[config.mk]
export PLATFORM = sky130hd
export DESIGN_NAME = aes_out_serializer
export DESIGN_NICKNAME = d
export VERILOG_FILES = /design/src/rtl/aes_out_serializer.sv
export SDC_FILE = /design/constraint.sdc
export NUM_CORES = 1
export LEC_CHECK = 0
export ABC_CLOCK_PERIOD_IN_PS = 7100
export BUFFER_PORTS_ARGS = -buffer_cell sky130_fd_sc_hd__buf_2
export CAP_MARGIN = 25
export CORE_MARGIN = 1.5
export CORE_UTILIZATION = 45
export CTS_BUF_LIST = sky130_fd_sc_hd__clkbuf_4 sky130_fd_sc_hd__clkbuf_8
export CTS_CLUSTER_DIAMETER = 40
export DETAILED_ROUTE_END_ITERATION = 8
export GPL_TIMING_DRIVEN = 1
export HOLD_SLACK_MARGIN = 0.1
export PLACE_DENSITY = 0.68
export SLEW_MARGIN = 20
export SYNTH_ARGS = -nofsm -noshare
export SYNTH_HDL_FRONTEND = slang
export SYNTH_SLANG_ARGS = --single-unit
[constraint.sdc]
create_clock -name AES_clk -period 7.1 [get_ports AES_clk]
set_input_delay 2.13 -clock AES_clk [delete_from_list [all_inputs] [get_ports AES_clk]]
set_output_delay 2.13 -clock AES_clk [all_outputs]
set_load 0.02 [all_outputs]
[src/rtl/aes_out_serializer.sv]
// AES output serializer: captures each 128-bit AES result block on the rising
// edge of its valid into a small block FIFO, then streams the head block out
// as WORD_W-bit words, most-significant word first, over valid/ready.
// Blocks arriving while the FIFO is full (with no pop that cycle) are dropped
// and flagged by a sticky overflow bit.
module aes_out_serializer #(
  parameter int WORD_W = 32,
  parameter int DEPTH  = 2
) (
  input  logic                         AES_clk,
  input  logic                         AES_rst,
  input  logic                         AES_data_out_valid,
  input  logic [127:0]                 AES_data_out,
  output logic                         m_valid,
  output logic [WORD_W-1:0]            m_data,
  output logic                         m_last,
  input  logic                         m_ready,
  output logic                         ovf,
  input  logic                         clr_ovf,
  output logic [$clog2(DEPTH+1)-1:0]   buf_count
);

  localparam int NUM_WORDS = 128 / WORD_W;
  localparam int IDX_W     = $clog2(NUM_WORDS);
  localparam int PTR_W     = $clog2(DEPTH);
  localparam int CNT_W     = $clog2(DEPTH + 1);

  logic [127:0]     r_mem [DEPTH];
  logic [PTR_W-1:0] r_wr_ptr;
  logic [PTR_W-1:0] r_rd_ptr;
  logic [CNT_W-1:0] r_count;
  logic [IDX_W-1:0] r_idx;
  logic             r_prev_valid;
  logic             r_ovf;

  logic                              w_capture;
  logic                              w_xfer;
  logic                              w_pop;
  logic                              w_full;
  logic                              w_accept;
  logic                              w_drop;
  logic                              w_last_idx;
  logic [NUM_WORDS-1:0][WORD_W-1:0]  w_words;

  // Pointer increment that wraps modulo DEPTH (DEPTH need not be a power of 2).
  function automatic logic [PTR_W-1:0] f_inc(input logic [PTR_W-1:0] p);
    return (p == PTR_W'(DEPTH - 1)) ? '0 : p + 1'b1;
  endfunction

  assign w_capture  = AES_data_out_valid & ~r_prev_valid;
  assign w_last_idx = (r_idx == IDX_W'(NUM_WORDS - 1));
  assign w_xfer     = m_valid & m_ready;
  assign w_pop      = w_xfer & w_last_idx;
  assign w_full     = (r_count == CNT_W'(DEPTH));
  // A pop in the same cycle frees the slot, so a capture into a full FIFO is
  // still accepted when the head's last word leaves.
  assign w_accept   = w_capture & (~w_full | w_pop);
  assign w_drop     = w_capture & w_full & ~w_pop;

  // Outputs depend only on registered state; m_ready never reaches them.
  assign w_words   = r_mem[r_rd_ptr];
  assign m_valid   = (r_count != '0);
  assign m_data    = m_valid ? w_words[IDX_W'(NUM_WORDS - 1) - r_idx] : '0;
  assign m_last    = m_valid & w_last_idx;
  assign ovf       = r_ovf;
  assign buf_count = r_count;

  // Block storage: written at the tail on an accepted capture.
  always_ff @(posedge AES_clk) begin
    if (w_accept) r_mem[r_wr_ptr] <= AES_data_out;
  end

  // Valid-edge detect, FIFO pointers/count, word index and sticky overflow.
  always_ff @(posedge AES_clk or posedge AES_rst) begin
    if (AES_rst) begin
      r_prev_valid <= 1'b0;
      r_wr_ptr     <= '0;
      r_rd_ptr     <= '0;
      r_count      <= '0;
      r_idx        <= '0;
      r_ovf        <= 1'b0;
    end else begin
      r_prev_valid <= AES_data_out_valid;
      if (w_accept) r_wr_ptr <= f_inc(r_wr_ptr);
      if (w_pop)    r_rd_ptr <= f_inc(r_rd_ptr);
      if (w_xfer)   r_idx    <= w_last_idx ? '0 : r_idx + 1'b1;
      case ({w_accept, w_pop})
        2'b10:   r_count <= r_count + 1'b1;
        2'b01:   r_count <= r_count - 1'b1;
        default: r_count <= r_count;
      endcase
      if (w_drop)       r_ovf <= 1'b1;
      else if (clr_ovf) r_ovf <= 1'b0;
    end
  end

endmodule

==> results_dict.tcl, run 1 <==
set metrics [dict create \
    dr_total_vias 6034 \
    clock_latency_ps 530 \
    antenna_found_initial 1 \
    area_delta_synth_final_pct 19.89 \
    finalPower_w 0.005088 \
    hold_class "reg2reg" \
    wire_per_inst_um 19.19 \
    synth-simple-area-share 0.05526 \
    avgSynthCellArea_um2 17.65 \
    cts_hold_buf 0 \
    setup_viol 0 \
    min_to "ovf$_DFFE_PP0P_" \
    port_buffers 169 \
    cts_buffer_depth 3 \
    synth_common_cells "256 x edfxtp_1, 128 x mux2i_1, 66 x nor3_1, 33 x o32ai_1, 32 x or3_1" \
    ctsHtreeMaxLevel 2 \
    post_dp_cell_area_mm2 0.01161 \
    clkPwrFrac 0.265 \
    power_density_mw_per_mm2 404.9 \
    grtUsageTotal 0.1787 \
    layout-drive-gt1-share 0.3215 \
    fin_area_mm2 0.01257 \
    cts_root_buffer "clkbuf_8" \
    max-slew-margin-rel 0.3792 \
    stdcell_count 1130 \
    holdCritStartpoint "ovf$_DFFE_PP0P_" \
    dieWidth_um 155.6 \
    synth_top_family_by_area "multiplexers" \
    synth_nets 728 \
    crit_chain "buf_4 -> mux2i_1 -> o32ai_1 -> or3_1 -> buf_2" \
    yosysWarningCount 0 \
    num_io_pins 170 \
    vias_per_cell 5.340 \
    power.switching_w 0.001726 \
    r2r_slack_ps 3550 \
    period_needed_ps 5149 \
    whs_ps 542.0 \
    cp_data_arrival_time_ps 3020 \
    drc 0 \
    slowest_delay_ps 980 \
    grt_pass1_wl_mm 33.10 \
    gp_congestion 0.7806 \
    synth-edff-count 256 \
    clkSlewWorstSetupHoldPaths_ps 50 \
    pwr-share-seq 0.408 \
    reg2reg_depth 7 \
    combPwrFrac 0.327 \
    timing.final.crit_share 0.7252 \
    grt_start_max_net_pins 69 \
    placed_cells 1047 \
    start_util 0.4602 \
    cts_setup_buffers 0 \
    status "complete, no violations" \
    p_leak_nw 4.656 \
    rsz0062_at_grt "no" \
    dp.final_hpwl_mm 13.35 \
    synth_xor_area_frac 0.002507 \
    netSwitchingFraction 0.3392 \
    synth_top_area_cell "edfxtp_1" \
    vdd_ir_drop_max_v 0.0002022 \
    drtAntennaViolNets 0 \
    slew_violations 0 \
    intPower_w 0.003362 \
    synthAdderAreaFrac 0.001194 \
    yosysMostFrequentCell "edfxtp_1" \
    post_cts_resized 0 \
    layout.nets 917 \
    worst_r2r_endpoint "r_mem[1][27]$_DFFE_PP_" \
    wirelength_mm 21.69 \
    cts_sinks 264 \
    drtIter0Drc 328 \
    tritoncts "yes" \
    start_kind "flop" \
    yosysTopAreaCellShare 0.7333 \
    place_ws_ps 2356 \
    cp_max_fo 47 \
    die_area_mm2 0.02422 \
    hold_violations 0 \
    syn_area_mm2 0.01048 \
    die_y_um 155.6 \
    synth_cells 594 \
    ys_dominant_reg_cell "edfxtp_1" \
    fin_worst_skew_ps 16.83 \
    ys_types 32 \
    firstDrtPassIters 5 \
    first_global_vias 6417 \
    grt.overflow.total 0 \
    fmax_ghz 0.1942 \
    critical_path_class "reg2out" \
    cts_buffers 45 \
    synth-async-reset-ratio 0.03030 \
    synth.area.top_cells "edfxtp_1 73%, mux2i_1 12%, nor3_1 3.2%, o32ai_1 2.8%, dfrtp_1 1.9%" \
    crit_required_ps 4970 \
    final.setup.worst_slack_ps 1951 \
    hold_path_depth 2 \
    crit_slowest_cell "dfrtp_4" \
    yosys_register_bits 264 \
    critPathCaptureType "primary output" \
    muxShareOfSynthArea 0.1233 \
    r2r-start "r_idx[0]$_DFFE_PP0P_" \
    core-area_mm2 0.02278 \
    core.rowCount 55 \
    worst_pin_slew_ps 931.3 \
    synth-compound-area-share 0.03593 \
    yosysSeqAreaShare 0.7524 \
    maxCapViolCount 0 \
]
power by group through the flow:
stage	Sequential (W)	Clock (W)	Combinational [W]
6_report	0.00208	0.00135	0.00166
5_1_grt	0.00210	0.00146	0.00179
4_1_cts	0.00208	0.00139	0.00165
3_5_place_dp	0.00211	0	0.00165
3_3_place_gp	0.00210	0	0.00160
2_1_floorplan	0.00206	0	0.00127
layer usage:
metal  track usage  part of all wire
met1        0.2097              0.40
met2        0.3178              0.51
met3       0.05056             0.069
met4       0.05578             0.021
met5             0                 0
metrics by stage:
stage,util,TNS (ps)
2_1_floorplan,-,-361820
3_3_place_gp,0.5083,0
3_5_place_dp,0.5095,0
4_1_cts,0.5494,0
5_1_grt,0.5516,0
6_report,0.5517,0
area by class of cell:
cell class | count | area [µm²]
clock inverters | 20 | 171.4
inverters | 5 | 18.77
clock buffers | 59 | 737.0
flip-flops and latches | 264 | 7893
well taps | 313 | 391.6
diodes | 2 | 5.005
repair buffers | 182 | 1021
multi-input cells | 285 | 2330
fillers | 1828 | 10210
placed cells by master, fill, tap and decap left out, types with 6 or more instances in the layout:
master,count
clkinv_2,7
clkbuf_4,12
buf_2,169
buf_4,8
edfxtp_1,256
dfrtp_1,6
clkinv_1,8
or3_1,32
mux2i_1,128
nor3_1,66
clkbuf_8,47
o32ai_1,33
critical path: cells and delay by family (launching register included):
kind                   cells  cell delay, ps
buffers and inverters      2             710
AO/OA/AOI/OAI              1             120
flip-flops                 1             980
multiplexers               1             280
AND/OR/NAND/NOR            1             360
flip-flops by register name, summed over array words and instances (netlist names):
| register | count |
|---|---|
| buf_count | 2 |
| r_prev_valid | 1 |
| ovf | 1 |
| r_rd_ptr | 1 |
| r_wr_ptr | 1 |
| r_mem | 256 |
| r_idx | 2 |
how the worst max path moves through the flow:
| stage | start | to | slack (ps) | depth (start not counted) |
|---|---|---|---|---|
| after floorplan | AES_data_out_valid | r_mem[0][0]$_DFFE_PP_ | -1410 | 3 |
| after global placement | buf_count[0]$_DFFE_PP0P_ | m_data[28] | 2420 | 5 |
| after detailed placement | buf_count[0]$_DFFE_PP0P_ | m_data[27] | 2360 | 5 |
| after CTS | buf_count[0]$_DFFE_PP0P_ | m_data[28] | 1770 | 5 |
| after global routing | r_idx[0]$_DFFE_PP0P_ | m_data[28] | 1750 | 5 |
| final | r_idx[0]$_DFFE_PP0P_ | m_data[28] | 1950 | 5 |
logic make-up after synthesis:
| group | count (synthesis) |
|---|---|
| flip-flops | 264 |
| adder cells (fa/ha/maj) | 1 |
| AND/OR/NAND/NOR | 107 |
| AO/OA/AOI/OAI | 45 |
| XOR/XNOR | 3 |
| multiplexers | 129 |
| buffers and inverters | 45 |
Note: power is estimated with default switching activity, not from simulation.
==> run 2, diff against run 1 <==
--- a/config.mk
+++ b/config.mk
@@ -5,7 +5,7 @@
 export SDC_FILE = /design/constraint.sdc
 export NUM_CORES = 1
 export LEC_CHECK = 0
-export ABC_CLOCK_PERIOD_IN_PS = 7100
+export ABC_CLOCK_PERIOD_IN_PS = 5100
 export BUFFER_PORTS_ARGS = -buffer_cell sky130_fd_sc_hd__buf_2
 export CAP_MARGIN = 25
 export CORE_MARGIN = 1.5
@@ -15,7 +15,7 @@
 export DETAILED_ROUTE_END_ITERATION = 8
 export GPL_TIMING_DRIVEN = 1
 export HOLD_SLACK_MARGIN = 0.1
-export PLACE_DENSITY = 0.68
+export PLACE_DENSITY = 0.66
 export SLEW_MARGIN = 20
 export SYNTH_ARGS = -nofsm -noshare
 export SYNTH_HDL_FRONTEND = slang
==> constraint.sdc (replaced) <==
create_clock -name AES_clk -period 5.1 [get_ports AES_clk]
set_input_delay 1.53 -clock AES_clk [delete_from_list [all_inputs] [get_ports AES_clk]]
set_output_delay 1.53 -clock AES_clk [all_outputs]
set_load 0.02 [all_outputs]
==> run 2 against run 1 <==
Compared with the run above: die area stayed put; largest cell class unchanged; critical endpoint is now m_data[0]; total power grew 36%; clock-buffer cell count up 1; largest power group unchanged; first-iteration DRC count up 1.5%; sequential share of layout area is 0.52 points higher.
==> results_dict.tcl, run 2 (synthesized netlist as in run 1, its figures left out) <==
set metrics [dict create \
    mostFrequentLayoutCell "edfxtp_1" \
    cts_setup_buffers 0 \
    fin_tns_setup_ps 0 \
    cts_sinks 264 \
    intPower_w 0.004510 \
    slew_violations 0 \
    dr_total_vias 5974 \
    dp.final_hpwl_mm 13.67 \
    fillerInstances 1834 \
    seqCellArea_mm2 0.007893 \
    core-area_mm2 0.02278 \
    die_y_um 155.6 \
    pwr-share-seq 0.425 \
    clkPwrFrac 0.249 \
    status "complete, no violations" \
    clkSlewWorstSetupHoldPaths_ps 60 \
    start_kind "flop" \
    dieWidth_um 155.6 \
    cp_max_fo 49 \
    cts_buffer_depth 3 \
    area_delta_synth_final_pct 18.91 \
    power.switching_w 0.002388 \
    crit_family "flip-flops" \
    port_buffers 169 \
    vdd_ir_drop_max_v 0.0003109 \
    wl_met3_mm 1.249 \
    cts_root_buffer "clkbuf_8" \
    crit_slowest_cell "dfrtp_4" \
    maxCapViolCount 0 \
    grt.overflow.total 0 \
    stdcell_count 1136 \
    critPathCaptureType "primary output" \
    rsz0062_at_grt "no" \
    power_density_mw_per_mm2 553.3 \
    gp_congestion 0.7342 \
    hold_violations 0 \
    tritoncts "yes" \
    worst_pin_slew_ps 947.1 \
    multi_input_area_mm2 0.002330 \
    grtUsageTotal 0.1777 \
    met2WireLength_mm 11.26 \
    clock_latency_ps 540 \
    wirelength_mm 21.65 \
    antenna_found_initial 9 \
    drtIter0Drc 333 \
    fin_worst_skew_ps 10.15 \
    top_layer_used "met5" \
    drc 0 \
    ctsHtreeMaxLevel 2 \
    slowest_delay_ps 970 \
    timing.final.crit_share 0.8649 \
    start_util 0.4602 \
    crit_chain "buf_4 -> mux2i_1 -> nor3_1 -> or3_1 -> buf_2" \
    crit_buf_inv 2 \
    first_global_vias 6428 \
    final_cell_mix "256 x edfxtp_1, 169 x buf_2, 128 x mux2i_1" \
    grt_start_max_net_pins 71 \
    cts_buffers 45 \
    layout.nets 920 \
    utilization 0.5472 \
    largest_register_ffs 256 \
    die_area_mm2 0.02422 \
    max-slew-margin-rel 0.3686 \
    crit_required_ps 3570 \
    cp_data_arrival_time_ps 2880 \
    drtAntennaViolNets 0 \
    netSwitchingFraction 0.3462 \
    wl_met1_mm 8.688 \
    critical_path_class "reg2out" \
    wire_per_inst_um 19.06 \
    core.rowCount 55 \
    fmax_ghz 0.2267 \
    p_leak_nw 4.612 \
    num_io_pins 170 \
    combPwrFrac 0.326 \
    grt_pass1_wl_mm 32.80 \
    placed_cells 1052 \
    period_needed_ps 4411 \
    regMostFlops "r_mem" \
    firstDrtPassIters 6 \
    layout-drive-gt1-share 0.3211 \
    vias_per_cell 5.259 \
    hold_class "reg2reg" \
    cts_hold_buf 0 \
    setup_viol 0 \
    post_cts_resized 0 \
]
==> run 2: metal layers <==
metal  GRT usage  vias up
met5           0        -
met4     0.07347        4
met3     0.04667       37
met2      0.3106      191
met1      0.2085     2964
li1            -     2778
==> run 2: worst paths after layout <==
kind | start | slack (ps) | endpoint | cells after the start
setup reg to reg | r_idx[0]$_DFFE_PP0P_ | 1760 | r_mem[0][116]$_DFFE_PP_ | 6
min in group asynchronous | AES_rst | 950 | buf_count[0]$_DFFE_PP0P_ | 2
setup / recovery | r_idx[0]$_DFFE_PP0P_ | 690 | m_data[0] | 5
max in group asynchronous | AES_rst | 3880 | r_idx[0]$_DFFE_PP0P_ | 2
hold / removal | ovf$_DFFE_PP0P_ | 550 | ovf$_DFFE_PP0P_ | 2
hold reg to reg | ovf$_DFFE_PP0P_ | 550 | ovf$_DFFE_PP0P_ | 2
==> run 2: tightest hold or removal path: cells and delay by family (launching register included) <==
| kind | cells | cell delay (ps) |
|---|---|---|
| flip-flops | 1 | 380 |
| buffers and inverters | 1 | 60 |
| AO/OA/AOI/OAI | 1 | 70 |
==> run 2: power by group through the flow <==
stage / combinational [W] / sequential [W] / clock [W]
final: 0.00225 / 0.00293 / 0.00172
after global routing: 0.00244 / 0.00296 / 0.00186
after CTS: 0.00229 / 0.00293 / 0.00178
after detailed placement: 0.00228 / 0.00297 / 0
after global placement: 0.00222 / 0.00296 / 0
after floorplan: 0.00178 / 0.00284 / 0
==> run 2: final cells by class <==
class                      count  area share
antenna                        7    0.001405
clock buffer                  60     0.05973
clock inverter                17    0.006726
inverter                       5    0.001506
multi-input combinational    285      0.1869
sequential                   264      0.6332
tap                          313     0.03142
timing repair buffer         185     0.07910
==> run 2: metrics by stage <==
stage | total power [W] | setup WS (ps) | hold slack, ps | instance area [µm²]
2_1_floorplan | 0.004615 | -676.1 | 485.6 | 10490
3_3_place_gp | 0.005172 | 1176 | 503.1 | 11590
3_5_place_dp | 0.005251 | 1228 | 546.6 | 11620
4_1_cts | 0.006998 | 628.2 | 555.9 | 12450
5_1_grt | 0.007268 | 520.0 | 579.3 | 12460
6_report | 0.006897 | 689.2 | 546.6 | 12460
